## config.mk

```make
export PLATFORM = sky130hd
export DESIGN_NAME = iter_shifter
export DESIGN_NICKNAME = d
export VERILOG_FILES = /design/src/rtl/iter_shifter.sv
export SDC_FILE = /design/constraint.sdc
export NUM_CORES = 1
export LEC_CHECK = 0
export BUFFER_PORTS_ARGS = -buffer_cell sky130_fd_sc_hd__buf_2
export CAP_MARGIN = 20
export CORE_AREA = 2 2 124 102
export CTS_CLUSTER_SIZE = 12
export DETAILED_ROUTE_END_ITERATION = 16
export DIE_AREA = 0 0 126 104
export PLACE_DENSITY = 0.73
export SETUP_SLACK_MARGIN = 0.2
export SLEW_MARGIN = 5
export SYNTH_ARGS = -nofsm -noshare
export SYNTH_HDL_FRONTEND = slang
export SYNTH_SLANG_ARGS = --single-unit
```

## constraint.sdc

```tcl
create_clock -name clk -period 3.37 [get_ports clk]
set_input_delay 0.674 -clock clk [delete_from_list [all_inputs] [get_ports clk]]
set_output_delay 0.674 -clock clk [all_outputs]
set_load 0.02 [all_outputs]
```

## src/rtl/iter_shifter.sv

```systemverilog
// Multi-cycle shift unit (SLL/SRL/SRA/ROTR) that shifts up to STEP bits per
// cycle. A start/busy/done handshake is used so it can hang off a multi-cycle ALU.
module iter_shifter #(
    parameter int WIDTH = 32,
    parameter int SA_W  = $clog2(WIDTH),
    parameter int STEP  = 4
) (
    input  logic             clk,
    input  logic             rst_n,
    input  logic             start,
    input  logic [1:0]       op,
    input  logic [WIDTH-1:0] data_in,
    input  logic [SA_W-1:0]  sa,
    output logic             busy,
    output logic             done,
    output logic [WIDTH-1:0] result
);

    typedef enum logic {IDLE, SHIFT} state_t;

    localparam logic [1:0] OP_SLL  = 2'b00;
    localparam logic [1:0] OP_SRL  = 2'b01;
    localparam logic [1:0] OP_SRA  = 2'b11;
    localparam logic [1:0] OP_ROTR = 2'b10;

    // One extra bit so that STEP == WIDTH is representable.
    localparam logic [SA_W:0] STEP_X = (SA_W+1)'(STEP);

    state_t             state_q, state_d;
    logic [WIDTH-1:0]   work_q, work_d;
    logic [WIDTH-1:0]   result_q, result_d;
    logic [1:0]         op_q, op_d;
    logic               sign_q, sign_d;
    logic [SA_W-1:0]    rem_q, rem_d;
    logic               done_q, done_d;

    logic [SA_W-1:0]    amt;
    logic [SA_W-1:0]    rem_after;
    logic [WIDTH-1:0]   shifted;

    // Per-cycle step; amt never exceeds rem, so rem_after cannot underflow.
    always_comb begin
        amt       = ({1'b0, rem_q} >= STEP_X) ? STEP_X[SA_W-1:0] : rem_q;
        rem_after = rem_q - amt;
        case (op_q)
            OP_SLL:  shifted = work_q << amt;
            OP_SRL:  shifted = work_q >> amt;
            OP_SRA:  shifted = WIDTH'({{WIDTH{sign_q}}, work_q} >> amt);
            OP_ROTR: shifted = WIDTH'({work_q, work_q} >> amt);
            default: shifted = work_q;
        endcase
    end

    always_comb begin
        state_d  = state_q;
        work_d   = work_q;
        result_d = result_q;
        op_d     = op_q;
        sign_d   = sign_q;
        rem_d    = rem_q;
        done_d   = 1'b0;
        case (state_q)
            IDLE: begin
                if (start) begin
                    work_d  = data_in;
                    op_d    = op;
                    sign_d  = data_in[WIDTH-1];
                    rem_d   = sa;
                    state_d = SHIFT;
                end
            end
            SHIFT: begin
                work_d = shifted;
                rem_d  = rem_after;
                if (rem_after == '0) begin
                    result_d = shifted;
                    done_d   = 1'b1;
                    state_d  = IDLE;
                end
            end
            default: state_d = IDLE;
        endcase
    end

    always_ff @(posedge clk or negedge rst_n) begin
        if (!rst_n) begin
            state_q  <= IDLE;
            work_q   <= '0;
            result_q <= '0;
            op_q     <= OP_SLL;
            sign_q   <= 1'b0;
            rem_q    <= '0;
            done_q   <= 1'b0;
        end else begin
            state_q  <= state_d;
            work_q   <= work_d;
            result_q <= result_d;
            op_q     <= op_d;
            sign_q   <= sign_d;
            rem_q    <= rem_d;
            done_q   <= done_d;
        end
    end

    assign busy   = (state_q == SHIFT);
    assign done   = done_q;
    assign result = result_q;

endmodule

```

==> impl_metrics.yaml, run 1 <==
synth:
  yosysTopAreaCell: "dfrtp_1"
  synth_seq_cells: 74
  yosys_warnings: 0
  synth-edff-count: 0
  synthCells: 672
  ys_top_cells_by_area: "dfrtp_1 (32%), mux2i_1 (11%), mux4_2 (5.8%), mux2_2 (5.6%), a21oi_1 (5.1%)"
  synthArstFlopShare: 1.00
  yosys.cell_types.count: 59
  yosysSeqAreaShare: 0.317
  synth_top_area_frac: 0.317
  syn_nets: 715
  avgSynthCellArea_sq_um: 8.69
  syn_area_sq_mm: 0.00584
  synthFlopType: "dfrtp_1"
clocking:
  cts-hold-fix-buffers: 0
  htree_levels: 3
  clock_latency_ns: 0.35
  cts_root_buf: "clkbuf_16"
  cts_buffers: 9
  clock_path_buffers: 2
  cts.sinks: 74
  clk_pin_slew_worst_paths_ns: 0.06
  cts_tree: "done"
sta:
  finalSetupTns_ns: 0
  clock_skew_ns: 0.00551
  holdWs_ns: 0.476
  drv_slew: 0
  fmax_mhz: 338
  final.min_clock_period_ns: 2.96
  hold_viol: 0
  setup_viol: 0
  relSlewSlack: 0.289
  worst_slew_pin_slew_ns: 1.06
  period_share: 0.878
  rsz0062_at_grt: "false"
setup_path:
  cp-end-kind: "register"
  critPathRequiredTime_ns: 3.60
  critPathMaxFanout: 13
  worstSetupPathType: "register to register"
  arrival_ns: 3.19
  start_kind: "register"
route:
  via_per_inst: 6.78
  ant_nets: 0
  met3_length_um: 2090
  drt_iter0_markers: 751
  wl_met1_um: 8000
  top_layer: "met4"
  wl_um: 18700
  drc: 0
  post_drt_wl_per_cell_um: 22.1
  dr.pass1.iters: 7
  dr_wl_met2_um: 8280
  via_count: 5736
hold_path:
  hp-class: "input pin to asynchronous set/reset pin"
floorplan:
  coreArea_sq_mm: 0.0119
  die_w_um: 126
  die_h_um: 104
  start_util: 0.491
  rows: 36
  die_area_sq_mm: 0.0131
  io_pins: 76
grt:
  grt_first_pass_wirelength_um: 30000
  grt_usage: 0.285
  grt_max_degree: 76
  grt_pass1_vias: 5417
  grt_overflow_total: 0
  grt_antenna_before_repair: 0
job:
  maxCapViolations: 0
placement:
  dp.final_hpwl_um: 12000
  place.gp.congestion: 0.919
  place_area_sq_mm: 0.00624
  io_buffers: 75
power_and_ir_drop:
  vdd_drop_max_uv: 466
  p_per_area_mw_per_mm2: 1170
  p_leak_nw: 2.89
finish:
  mostFrequentLayoutCells: "nand2_1 (74), buf_2 (74), dfrtp_1 (72)"
  antennaDiodeCount: 0
  fillers: 1047
  fin_nets: 732
  area_growth_pct: 13.0
  fin_area_sq_mm: 0.00660
  layout-drive-gt1-share: 0.241
status:
  status: "completed"
flip-flops by register name, indices dropped and copies added (netlist names):
signal / flops
result: 32
sign_q: 1
busy: 1
work_q: 32
done: 1
op_q: 2
rem_q: 5
final cells by class:
cell class,count,area [sq um],area share
multi-input cells,505,3630,0.551
clock inverters,5,100,0.0152
inverters,6,22.5,0.00341
repair buffers,93,546,0.0827
well taps,152,190,0.0288
flip-flops and latches,74,1850,0.281
clock buffers,11,253,0.0383
cell usage after synthesis, types with 8 or more instances:
master	number
a211oi_1	31
a21o_1	17
a21oi_1	60
a31oi_1	14
buf_1	10
buf_2	12
clkbuf_1	63
dfrtp_1	74
mux2_2	29
mux2i_1	64
mux4_2	15
nand2_1	75
nand3_1	8
nor2_1	37
nor2b_1	17
o21ai_0	40
o22ai_1	10
final timing paths:
path                             from    endpoint  slack, ns  depth (start not counted)
max reg2reg                  rem_q[3]  result[18]       0.41                          6
max in group asynchronous       rst_n    rem_q[2]       2.23                          1
min reg2reg                result[26]  result[26]       0.50                          1
max                          rem_q[3]  result[18]       0.41                          6
min in group clk           result[26]  result[26]       0.50                          1
min                             rst_n    rem_q[0]       0.48                          1
worst max-delay path, cell delays in order, from the launching register on:
cell,delay [ns]
dfrtp_1,0.51
or4b_1,0.88
buf_4,0.33
mux2i_1,0.24
mux2i_1,0.13
a2111o_1,0.47
mux2_2,0.28
cells by family (layout without fill, tap and decap cells):
family,count (synthesis),after routing,synth area share
other,1,1,0.000642
AO/OA/AOI/OAI,229,229,0.258
buffers and inverters,93,115,0.0643
AND/OR/NAND/NOR,165,165,0.132
flip-flops,74,74,0.317
multiplexers,109,109,0.226
adder cells (fa/ha/maj),1,1,0.00214
power breakdown:
group	internal, mW	switching [mW]	leakage (nW)
registers	1.32	0.797	0.920
logic	1.90	2.55	1.79
clock network	0.761	0.388	0.176
layer usage:
layer,up-vias,global-route usage
met1,2802,0.417
met3,35,0.0746
met2,359,0.415
met4,0,0.0816
met5,-,0
li1,2540,-
timing repair:
action                     4_1_cts  5_1_grt
setup endpoints to repair        0       18
buffers inserted                 0        0
gates resized for setup          0        4
per-stage QoR:
stage | power, mW | setup slack (ns) | utilization | std cells
after CTS | 7.60 | 0.225 | 0.554 | 846
final | 7.72 | 0.410 | 0.555 | 846
after detailed placement | 6.41 | 0.244 | 0.524 | 830
after floorplan | 5.19 | 0.240 | - | 672
after global placement | 6.30 | 0.340 | 0.524 | 830
after global routing | 8.18 | 0.220 | 0.555 | 846
(Power assumes the default switching activity.)
==> inputs of run 2 (changes only) <==
Clock period 3.37 ns to 2.5 ns, I/O delays scaled along.
==> run 2 against run 1 <==
  * Utilization grew 9.2 points
  * Register-to-register slack got worse by 0.33 ns
  * Die area unchanged
  * Wire length up 16%
  * Cell count up 9.8%
  * Critical path type unchanged
  * Critical endpoint is now result[28]
==> impl_metrics.yaml, run 2 (synthesis results as in run 1) <==
status:
  status: "completed"
placement:
  place.gp.congestion: 0.972
  pre_cts_ws_ns: -0.00817
  io_buffers: 75
  dp.final_hpwl_um: 14300
  place_area_sq_mm: 0.00668
sta:
  clock_skew_ns: 0.00736
  worst_slew_pin_slew_ns: 0.644
  drv_slew: 0
  final.min_clock_period_ns: 2.42
  rsz0062_at_grt: "true"
  hold_viol: 0
  setup_viol: 0
  relSlewSlack: 0.570
  period_share: 0.969
  setup_slack_ns: 0.0765
  fmax_mhz: 413
hold_path:
  hp-class: "input pin to asynchronous set/reset pin"
finish:
  fin_nets: 815
  layout-drive-gt1-share: 0.391
  fin_area_sq_mm: 0.00770
  final_common_cell: "buf_4"
  antennaDiodeCount: 0
  mostFrequentLayoutCells: "buf_4 (76), buf_2 (75), nand2_1 (71)"
  area_growth_pct: 31.8
clocking:
  cts.sinks: 74
  cts_root_buf: "clkbuf_16"
  clk_pin_slew_worst_paths_ns: 0.06
  cts_buffers: 9
  clock_latency_ns: 0.35
  cts_tree: "done"
  cts-hold-fix-buffers: 0
  htree_levels: 3
  clock_path_buffers: 2
grt:
  grt-busiest-layer: "met2"
  met2_usage: 0.477
  grt.met3_usage: 0.0828
  grt_max_degree: 49
  grt_use_met1: 0.460
  grt_overflow_total: 0
  grt_usage: 0.325
  grt_pass1_vias: 5823
  grt_antenna_before_repair: 0
  grt_first_pass_wirelength_um: 33400
setup_path:
  critPathMaxFanout: 6
  arrival_ns: 2.66
  r2r_cells: 11
  worstSetupPathType: "register to register"
  cp-end-kind: "register"
  start_kind: "register"
  critPathRequiredTime_ns: 2.73
route:
  wl_um: 21700
  ant_nets: 0
  via_count: 6186
  post_drt_wl_per_cell_um: 23.3
  drt_iter0_markers: 568
  dr.pass1.iters: 5
  via_per_inst: 6.66
  drc: 0
job:
  maxCapViolations: 0
power_and_ir_drop:
  p_total_mw: 12.2
  p_leak_nw: 3.37
  p_per_area_mw_per_mm2: 1580
  vdd_drop_max_uv: 643
floorplan:
  start_util: 0.491
  die_area_sq_mm: 0.0131
  coreArea_sq_mm: 0.0119
  rows: 36
  die_h_um: 104
  die_w_um: 126
  io_pins: 76
==> run 2: cell types whose count changed in the layout (fill, tap and decap cells not counted), moves of 4 or more <==
| cell | previous run | this run |
|---|---|---|
| mux2i_1 | 64 | 58 |
| a221oi_2 | 0 | 4 |
| o21ai_2 | 0 | 11 |
| buf_12 | 2 | 6 |
| buf_4 | 16 | 76 |
| o21ai_0 | 40 | 20 |
| a211oi_1 | 31 | 24 |
| a221oi_1 | 6 | 2 |
| a211oi_2 | 0 | 7 |
| a21oi_1 | 60 | 55 |
| o21ai_1 | 0 | 9 |
| a21oi_2 | 0 | 4 |
| mux2i_4 | 0 | 5 |
| buf_6 | 0 | 15 |
==> run 2: area by class of cell <==
class                   instances  area, sq um
fillers                       968         4190
multi-input cells             505         4000
flip-flops and latches         74         1860
repair buffers                176         1320
clock buffers                  14          274
well taps                     152          190
clock inverters                 2         35.0
inverters                       6         25.0
==> run 2: worst paths after layout <==
path                            start          to  slack [ns]
min                             rst_n    rem_q[1]        0.11
min reg2reg                result[10]  result[10]        0.49
max in group asynchronous       rst_n    rem_q[3]        1.76
max reg2reg                  rem_q[2]  result[28]        0.08
min in group clk                op[0]     op_q[0]        0.37
max                          rem_q[2]  result[28]        0.08
==> run 2: repair_timing <==
action | CTS | global route
endpoints found under the hold margin | 0 | 0
endpoints found under the setup margin | 50 | 60
cloned | 2 | 3
pin swaps | 9 | 33
setup buffers | 16 | 11
resized for setup | 38 | 79
==> run 2: layer usage <==
metal / share of wire / vias to the layer above / wire [um]
met4: 0.037 / 0 / 805
met5: 0 / - / 0
met2: 0.45 / 377 / 9830
li1: - / 2712 / -
met1: 0.42 / 3030 / 9060
met3: 0.090 / 67 / 1960
==> run 2: through the flow <==
step	TNS [ns]	hold WS [ns]	util	instances
CTS	0	0.116	0.614	916
global placement	0	0.485	0.562	882
finish	0	0.112	0.647	929
global route	-0.0263	0.138	0.647	929
floorplan	0	0.204	-	672
detailed placement	-0.00817	0.490	0.562	882
==> run 2: power breakdown <==
part / internal [mW] / total (mW) / switching [mW]
Sequential: 1.79 / 2.89 / 1.10
Combinational: 3.68 / 7.92 / 4.24
Clock: 0.854 / 1.38 / 0.524
==> run 2: critical path, stage by stage (launching register included) <==
cell	delay, ns
dfrtp_2	0.44
or3_4	0.42
nand2_4	0.08
ha_4	0.15
o21a_1	0.17
buf_4	0.13
a211o_1	0.19
nand2_2	0.10
inv_4	0.09
buf_12	0.12
buf_8	0.11
mux2_4	0.29
